===== src/rtl/trace_record_builder.sv =====
`default_nettype none
// ============================================================================
//  Module   : trace_record_builder
//  Purpose  : Builds in-order per-instruction trace records from event strobes.
//  Revision : 1.0
// ============================================================================
module trace_record_builder #(
    parameter int DATA_WIDTH = 32,
    parameter int ADDR_WIDTH = 32,
    parameter int TS_WIDTH   = 32,
    parameter int NUM_EVT    = 8,
    parameter int DEPTH      = 4,
    parameter int INSTR_EVT  = 1
) (
    input  logic                          clk,
    input  logic                          rst,
    input  logic [NUM_EVT-1:0]            evt_i,
    input  logic [ADDR_WIDTH-1:0]         addr_i,
    input  logic                          pass_through_i,
    input  logic [DATA_WIDTH-1:0]         instr_i,
    input  logic                          clr_i,
    output logic                          out_valid_o,
    input  logic                          out_ready_i,
    output logic [ADDR_WIDTH-1:0]         out_addr_o,
    output logic [DATA_WIDTH-1:0]         out_instr_o,
    output logic                          out_pass_through_o,
    output logic [NUM_EVT*TS_WIDTH-1:0]   out_ts_o,
    output logic [$clog2(DEPTH):0]        occupancy_o,
    output logic                          overflow_o,
    output logic                          seq_err_o,
    output logic [7:0]                    drop_cnt_o
);

    localparam int PW = $clog2(DEPTH);
    localparam int CW = PW + 1;

    logic [TS_WIDTH-1:0]   ts_cnt;
    logic [PW-1:0]         ptr [NUM_EVT];
    logic [CW-1:0]         cnt [NUM_EVT];
    logic [PW-1:0]         head;
    logic [NUM_EVT-1:0]    acc;
    logic                  pop;
    logic                  seq_bad;
    logic                  alloc_drop;

    logic [ADDR_WIDTH-1:0] addr_mem  [DEPTH];
    logic [DATA_WIDTH-1:0] instr_mem [DEPTH];
    logic                  pass_mem  [DEPTH];
    logic [TS_WIDTH-1:0]   ts_mem    [DEPTH][NUM_EVT];

    // cnt[k] = in-flight records that have already seen event k, so
    // cnt[k-1] > cnt[k] means some record is waiting for event k.
    always_comb begin
        logic chain;
        acc     = '0;
        acc[0]  = evt_i[0] && (cnt[0] != CW'(DEPTH));
        chain   = acc[0];
        for (int k = 1; k < NUM_EVT; k++) begin
            acc[k] = evt_i[k] && ((cnt[k-1] > cnt[k]) || chain);
            chain  = acc[k];
        end
    end

    assign out_valid_o = (cnt[NUM_EVT-1] != '0);
    assign pop         = out_valid_o && out_ready_i;
    assign seq_bad     = |(evt_i[NUM_EVT-1:1] & ~acc[NUM_EVT-1:1]);
    assign alloc_drop  = evt_i[0] && !acc[0];
    assign occupancy_o = cnt[0];

    always_ff @(posedge clk or posedge rst) begin
        if (rst) begin
            ts_cnt     <= '0;
            head       <= '0;
            overflow_o <= 1'b0;
            seq_err_o  <= 1'b0;
            drop_cnt_o <= 8'd0;
            for (int k = 0; k < NUM_EVT; k++) begin
                ptr[k] <= '0;
                cnt[k] <= '0;
            end
        end else begin
            ts_cnt <= ts_cnt + TS_WIDTH'(1);
            for (int k = 0; k < NUM_EVT; k++) begin
                if (acc[k]) ptr[k] <= ptr[k] + PW'(1);
                cnt[k] <= cnt[k] + CW'(acc[k]) - CW'(pop);
            end
            if (pop) head <= head + PW'(1);
            if (clr_i) begin
                overflow_o <= 1'b0;
                seq_err_o  <= 1'b0;
                drop_cnt_o <= 8'd0;
            end else begin
                if (seq_bad)    seq_err_o  <= 1'b1;
                if (alloc_drop) overflow_o <= 1'b1;
                if (alloc_drop && drop_cnt_o != 8'hFF) drop_cnt_o <= drop_cnt_o + 8'd1;
            end
        end
    end

    // Record payload carries no reset; validity is tracked purely by cnt[].
    always_ff @(posedge clk) begin
        if (acc[0]) begin
            addr_mem[ptr[0]] <= addr_i;
            pass_mem[ptr[0]] <= pass_through_i;
        end
        if (acc[INSTR_EVT]) instr_mem[ptr[INSTR_EVT]] <= instr_i;
        for (int k = 0; k < NUM_EVT; k++) begin
            if (acc[k]) ts_mem[ptr[k]][k] <= ts_cnt;
        end
    end

    always_comb begin
        out_addr_o         = '0;
        out_instr_o        = '0;
        out_pass_through_o = 1'b0;
        out_ts_o           = '0;
        if (out_valid_o) begin
            out_addr_o         = addr_mem[head];
            out_instr_o        = instr_mem[head];
            out_pass_through_o = pass_mem[head];
            for (int k = 0; k < NUM_EVT; k++) begin
                out_ts_o[k*TS_WIDTH +: TS_WIDTH] = ts_mem[head][k];
            end
        end
    end

endmodule
`default_nettype wire

===== config.mk =====
export PLATFORM = sky130hd
export DESIGN_NAME = trace_record_builder
export DESIGN_NICKNAME = d
export VERILOG_FILES = /design/src/rtl/trace_record_builder.sv
export SDC_FILE = /design/constraint.sdc
export NUM_CORES = 1
export LEC_CHECK = 0
export CAP_MARGIN = 20
export CORE_ASPECT_RATIO = 0.7
export CORE_MARGIN = 2
export CORE_UTILIZATION = 45
export CTS_BUF_LIST = sky130_fd_sc_hd__clkbuf_4
export DETAILED_ROUTE_END_ITERATION = 12
export HOLD_SLACK_MARGIN = 0.12
export PLACE_DENSITY_LB_ADDON = 0.3
export SLEW_MARGIN = 20
export SYNTH_ARGS = -nofsm -noshare
export SYNTH_HDL_FRONTEND = slang
export SYNTH_SLANG_ARGS = --single-unit

===== constraint.sdc =====
create_clock -name clk -period 6.3 [get_ports clk]
set_clock_uncertainty 0.2 [all_clocks]
set_input_delay 1.26 -clock clk [delete_from_list [all_inputs] [get_ports clk]]
set_output_delay 1.26 -clock clk [all_outputs]
set_load 0.1 [all_outputs]

==> flow_summary_export.csv, run 1 <==
group,metric,value,unit
finish,finish.net_count,3355,
floorplanning,chipWidth,415,um
critical_path,path_class,"reg -> out",
worst_hold_path,worstHoldPathCells,1,
clock_tree,postCtsSetupRepairBufs,0,
synth,synth_top_cell_by_area,"edfxtp_1",
clock_tree,cts_root_buffer,"clkbuf_4",
floorplanning,die-height,292,um
synth,postSynthAreaPerCell,21.3,um2
timing,timing.max_slew.rel_slack,22.6,%
clock_tree,cts_tree,"done",
clock_tree,numCtsBuffers,344,
route,post_drt_wl_per_cell,25.3,um
critical_path,timing.critical_path.to_type,"primary output",
worst_hold_path,worst_min_path_class,"reg -> reg",
timing,worst_pin_slew,1.16,ns
route,post_drt_via_cell_ratio,5.35,
floorplanning,dieArea,121000,um2
critical_path,worst_setup_path_startpoint,"cnt[1]",
finish,drive_above_1_share,27.6,%
run_status,status,"completed",
critical_path,critical_r2r_capture,"cnt[20]",
critical_path,worst_reg2reg_path_length_in_cells,10,
critical_path,critical_path.startpoint_type,"flop",
timing,fin_crit,5.92,ns
floorplanning,start_util,45.5,%
route,drtIter0Drc,1962,
critical_path,crit_path_top_delay_cell,"clkdlybuf4s50_1",
critical_path,cell_chain_critical_path,"or3_4 -> buf_12 -> and2_1 -> clkdlybuf4s50_1",
route,antenna_violating_nets_post_route,0,
critical_path,critPathArrivalTime,4.46,ns
route,dr_total_vias,26700,
route,routed_wl,126,mm
synth,synth_cells,2507,
grt,grt_util_all_layers,20.9,%
floorplanning,coreArea,117000,um2
clock_tree,cts-root-to-sink-buffers,4,
synth,synth-edff-count,1284,
synth,netlist.area_leader.share,72.3,%
critical_path,slowest_delay,1.18,ns
placed_design,io_buffer_count,411,
floorplanning,num_rows,105,
clock_tree,htree_num_levels,5,
timing,grt_setup_unrepaired,"no",
timing,timing.final.crit_share,94.0,%
critical_path,reg2reg_setup_slack,2.33,ns
timing,hold_viol_final,0,
critical_path,critical_path_peak_fanout,100,
critical_path,critPathCapture,"out_ts_o[186]",
clock_tree,insertion_delay,1.22,ns
synth,synth-warning-count,0,
floorplanning,num_io_pins,412,
grt,grt_max_degree,107,
critical_path,timing.critical_path.required,4.84,ns
synth,synthDistinctLibCells,47,
finish,filler_cell_count,9123,
synth,synth.most_common_cell,"edfxtp_1",
clock_tree,cts.clk_slew.worst_paths,0.07,ns
timing,final-setup-viol-count,0,
synth,synth_async_sr_flop_share,6.14,%
timing,final_max_slew_viol_count,0,
synth,synth_flop_cell,"edfxtp_1",
grt,grt_first_pass_wirelength,185,mm
timing,fmaxAchievable,0.169,GHz
timing,tns,0,ns
grt,antenna_found_initial,14,
synth,synth.cells.most_frequent,"edfxtp_1 (1284), and2_1 (355), mux4_2 (321), dfrtp_1 (84), inv_1 (74)",
route,drt_pre_antenna_iters,5,
critical_path,regToRegStartpoint,"cnt[1]",
placed_design,dpl.hpwl,69.6,mm
synth,yosys-top-cells-area,"edfxtp_1 (72%), mux4_2 (14%), and2_1 (4.2%)",
finish,area_growth,19.2,%
synth,mappedNetlistArea,53300,um2
placed_design,place_congestion,0.744,
clock_tree,cts.sinks,1368,
synth,synth_seq_cells,1368,
synth,yosysSeqAreaShare,76.2,%
flow_run,cap_violations,0,
synth,mappedNetlistNets,2663,
route,drc,0,
grt,globalRoute.totalOverflow,0,
grt,grt_pass1_vias,28800,
-- cells in the final DEF, fill, tap and decap left out, drive strengths merged, types with 2 or more instances in the layout --
master / n
edfxtp: 1284
clkbuf: 483
clkdlybuf4s50: 408
and2: 356
mux4: 321
clkinv: 86
dfrtp: 84
inv: 81
ha: 71
buf: 50
xnor2: 46
nand2: 22
xor2: 15
nor2: 14
nand4: 14
o21ai: 12
diode: 11
nand3: 10
fa: 8
a21oi: 8
nor2b: 7
o21a: 7
and3: 6
a32oi: 4
or3: 4
and4: 3
mux2: 3
nor3b: 3
a21o: 2
a31oi: 2
nand3b: 2
nor3: 2
-- through the flow --
step	area (um2)	hold slack (ns)	cells	util, %	setup WS (ns)
floorplan	53300	0.270	2507	-	2.32
global placement	59500	0.298	4400	50.7	1.29
detailed placement	59500	0.310	4400	50.7	1.21
CTS	63500	0.317	4977	54.1	0.121
global route	63600	0.345	4988	54.2	0.0721
finish	63600	0.326	4991	54.2	0.376
-- sequential cells by signal, indices dropped and copies added, names as in the netlist --
| register | count |
|---|---|
| cnt | 21 |
| seq_err_o | 1 |
| ts_cnt | 32 |
| drop_cnt_o | 8 |
| ts_mem | 1024 |
| addr_mem | 128 |
| overflow_o | 1 |
| pass_mem | 4 |
| instr_mem | 128 |
| head | 2 |
| ptr | 16 |
| occupancy_o | 3 |
-- per-layer routing --
layer  up-vias  share of wire (%)  global-route usage, %
met2       958                 49                   33.6
met5         -              0.045                      0
met3       229                7.6                   5.06
met4        10                2.5                   7.57
met1     13900                 41                   28.0
li1      11500                  -                      -
-- final cells by class --
class                   count  area (um2)  area share [%]
flip-flops and latches   1368       40700            64.0
multi-input cells         951       11900            18.8
repair buffers            459        4670            7.35
clock buffers             483        3630            5.70
well taps                1551        1940            3.05
clock inverters            93         375           0.590
inverters                  75         287           0.451
diodes                     11        27.5          0.0433
-- critical path: cells and delay by family (launching register included) --
kind	cells	cell delay (ns)
buf+inv	2	1.58
flops	1	0.40
simple gates	2	1.09
-- cells by family (layout without fill, tap and decap cells) --
group	count (synthesis)	count (layout)	share of synthesized area, %
flops	1368	1368	76.2
simple gates	446	446	5.08
mux	324	324	13.6
buf+inv	188	1110	1.43
fa+ha+maj	79	79	1.97
xor+xnor	61	61	1.00
compound gates	41	41	0.624
other cells	0	11	0
-- worst min path at each step --
stage | from | endpoint | slack, ns
final | cnt[17] | cnt[17] | 0.33
after floorplan | cnt[11] | cnt[11] | 0.27
after global routing | cnt[17] | cnt[17] | 0.34
after CTS | instr_i[15] | instr_mem[1][15] | 0.32
after global placement | cnt[17] | cnt[17] | 0.30
after detailed placement | cnt[11] | cnt[11] | 0.31
-- timing repair --
action	4_1_cts	5_1_grt
gates resized for setup	0	0
hold buffers	1	0
hold endpoints to repair	15	0
Power of run 1 is left out: the tool's default activity adds up to more than one toggle a clock period on the data nets, which glitch-free logic cannot reach.
==> run 2: changes to the inputs <==
CORE_MARGIN = default   (was 2)
==> run 2 against run 1 <==
  * Critical path depth did not move
  * Setup slack got worse by 0.017 ns
  * Global-route usage rose by 0.48 points
  * Routed wire length rose by 0.36%
  * Worst hold slack got worse by 0.027 ns
  * Via count fell by 0.12%
  * Count of clock-buffer cells in the layout rose by 12
  * Utilization rose by 0.13 points
  * Sequential share of layout area fell by 0.15 points
  * Register-to-register slack got worse by 0.15 ns
  * Die area fell by 1.2%
  * First-iteration DRC count rose by 11%
  * Critical path type unchanged
  * Highest routed layer unchanged
==> flow_summary_export.csv, run 2 (same netlist as run 1, synthesis figures left out) <==
group,metric,value,unit
run_status,status,"completed",
critical_path,slowest_delay,1.02,ns
grt,grt-busiest-layer,"met2",
grt,grt_util_all_layers,21.4,%
timing,fmaxAchievable,0.168,GHz
timing,fin_crit,5.94,ns
grt,grt_first_pass_wirelength,186,mm
clock_tree,postCtsSetupRepairBufs,0,
placed_design,io_buffer_count,411,
floorplanning,coreArea,117000,um2
clock_tree,cts_resized,0,
critical_path,path_class,"reg -> out",
critical_path,timing.critical_path.to_type,"primary output",
clock_tree,htree_num_levels,5,
finish,layout.cells.most_common_list,"edfxtp_1 (1284), clkbuf_4 (495), clkdlybuf4s50_1 (410), and2_1 (329), mux4_2 (321)",
clock_tree,cts_root_buffer,"clkbuf_4",
floorplanning,num_io_pins,412,
clock_tree,insertion_delay,1.23,ns
route,antenna_violating_nets_post_route,0,
clock_tree,cts-root-to-sink-buffers,4,
timing,grt_setup_unrepaired,"no",
route,drt_pre_antenna_iters,5,
floorplanning,die-height,290,um
critical_path,cell_chain_critical_path,"buf_4 -> mux4_2 -> and2_1 -> clkdlybuf4s50_1",
route,drc,0,
finish,filler_cell_count,9052,
critical_path,critical_path_peak_fanout,35,
finish,multiInputGateArea,11900,um2
critical_path,crit_path_top_delay_cell,"dfrtp_4",
timing,final_max_slew_viol_count,0,
grt,grt_pass1_vias,28800,
finish,mostFrequentLayoutCell,"edfxtp_1",
finish,finish.net_count,3358,
finish,drive_above_1_share,28.1,%
timing,timing.final.crit_share,94.3,%
critical_path,critical_path.startpoint_type,"flop",
floorplanning,dieArea,120000,um2
grt,antenna_found_initial,16,
critical_path,family_with_the_most_delay_on_the_worst_path,"buffers and inverters",
floorplanning,num_rows,105,
grt,grt_util_met3,5.61,%
clock_tree,cts_tree,"done",
clock_tree,cts.clk_slew.worst_paths,0.08,ns
finish,largest_register_ffs,1024,
clock_tree,numCtsBuffers,341,
finish,area_growth,19.5,%
grt,grtUsageMet1,29.1,%
grt,grt_max_degree,105,
route,drtIter0Drc,2174,
critical_path,timing.critical_path.required,4.84,ns
route,post_drt_via_cell_ratio,5.34,
placed_design,place_congestion,0.754,
critical_path,worstPathBufferInverterCount,2,
timing,tns,0,ns
timing,hold_viol_final,0,
route,routed_wl,127,mm
floorplanning,start_util,45.5,%
timing,worst_pin_slew,1.12,ns
grt,groute.layer.met2.usage,33.8,%
critical_path,critPathArrivalTime,4.48,ns
clock_tree,cts.sinks,1368,
timing,final-setup-viol-count,0,
worst_hold_path,worst_min_path_class,"in -> async",
route,dr_total_vias,26700,
clock_tree,ctsHoldBuffers,0,
finish,sequential_cell_area,40700,um2
route,post_drt_wl_per_cell,25.4,um
floorplanning,chipWidth,413,um
placed_design,dpl.hpwl,70.9,mm
flow_run,cap_violations,0,
grt,globalRoute.totalOverflow,0,
timing,timing.max_slew.rel_slack,25.1,%
## run 2: path summary, 6_finish.rpt
check	depth (start not counted)	endpoint	slack [ns]	start
worst max-delay path	4	out_ts_o[232]	0.36	head[0]
worst min-delay path	2	ptr[13]	0.30	rst
worst max register to register	10	cnt[14]	2.18	cnt[0]
worst min register to register	2	overflow_o	0.32	overflow_o
max in group asynchronous	3	ts_cnt[1]	4.48	rst
min in group clk	2	overflow_o	0.32	overflow_o
## run 2: final cells by class
type	instances	share of cell area [%]
Multi-Input combinational cell	951	18.7
Inverter	75	0.450
Clock inverter	72	0.607
Antenna cell	14	0.0550
Timing Repair Buffer	465	7.38
Sequential cell	1368	63.9
Tap cell	1551	3.05
Clock buffer	495	5.83
## run 2: layer usage
layer	part of all wire, %	vias to the layer above
li1	-	11600
met3	6.9	175
met2	49	937
met5	0.042	-
met1	42	13900
met4	1.9	8
## run 2: through the flow
stage	instance area [um2]	worst slack, ns	hold slack [ns]	util (%)	std cells
floorplan	53300	2.32	0.270	-	2507
global placement	59600	1.36	0.285	50.8	4409
detailed placement	59600	1.25	0.295	50.8	4409
CTS	63700	0.109	0.164	54.3	4976
global route	63700	0.0504	0.207	54.3	4987
finish	63700	0.358	0.299	54.3	4991
Power of run 2 is left out for the same reason.
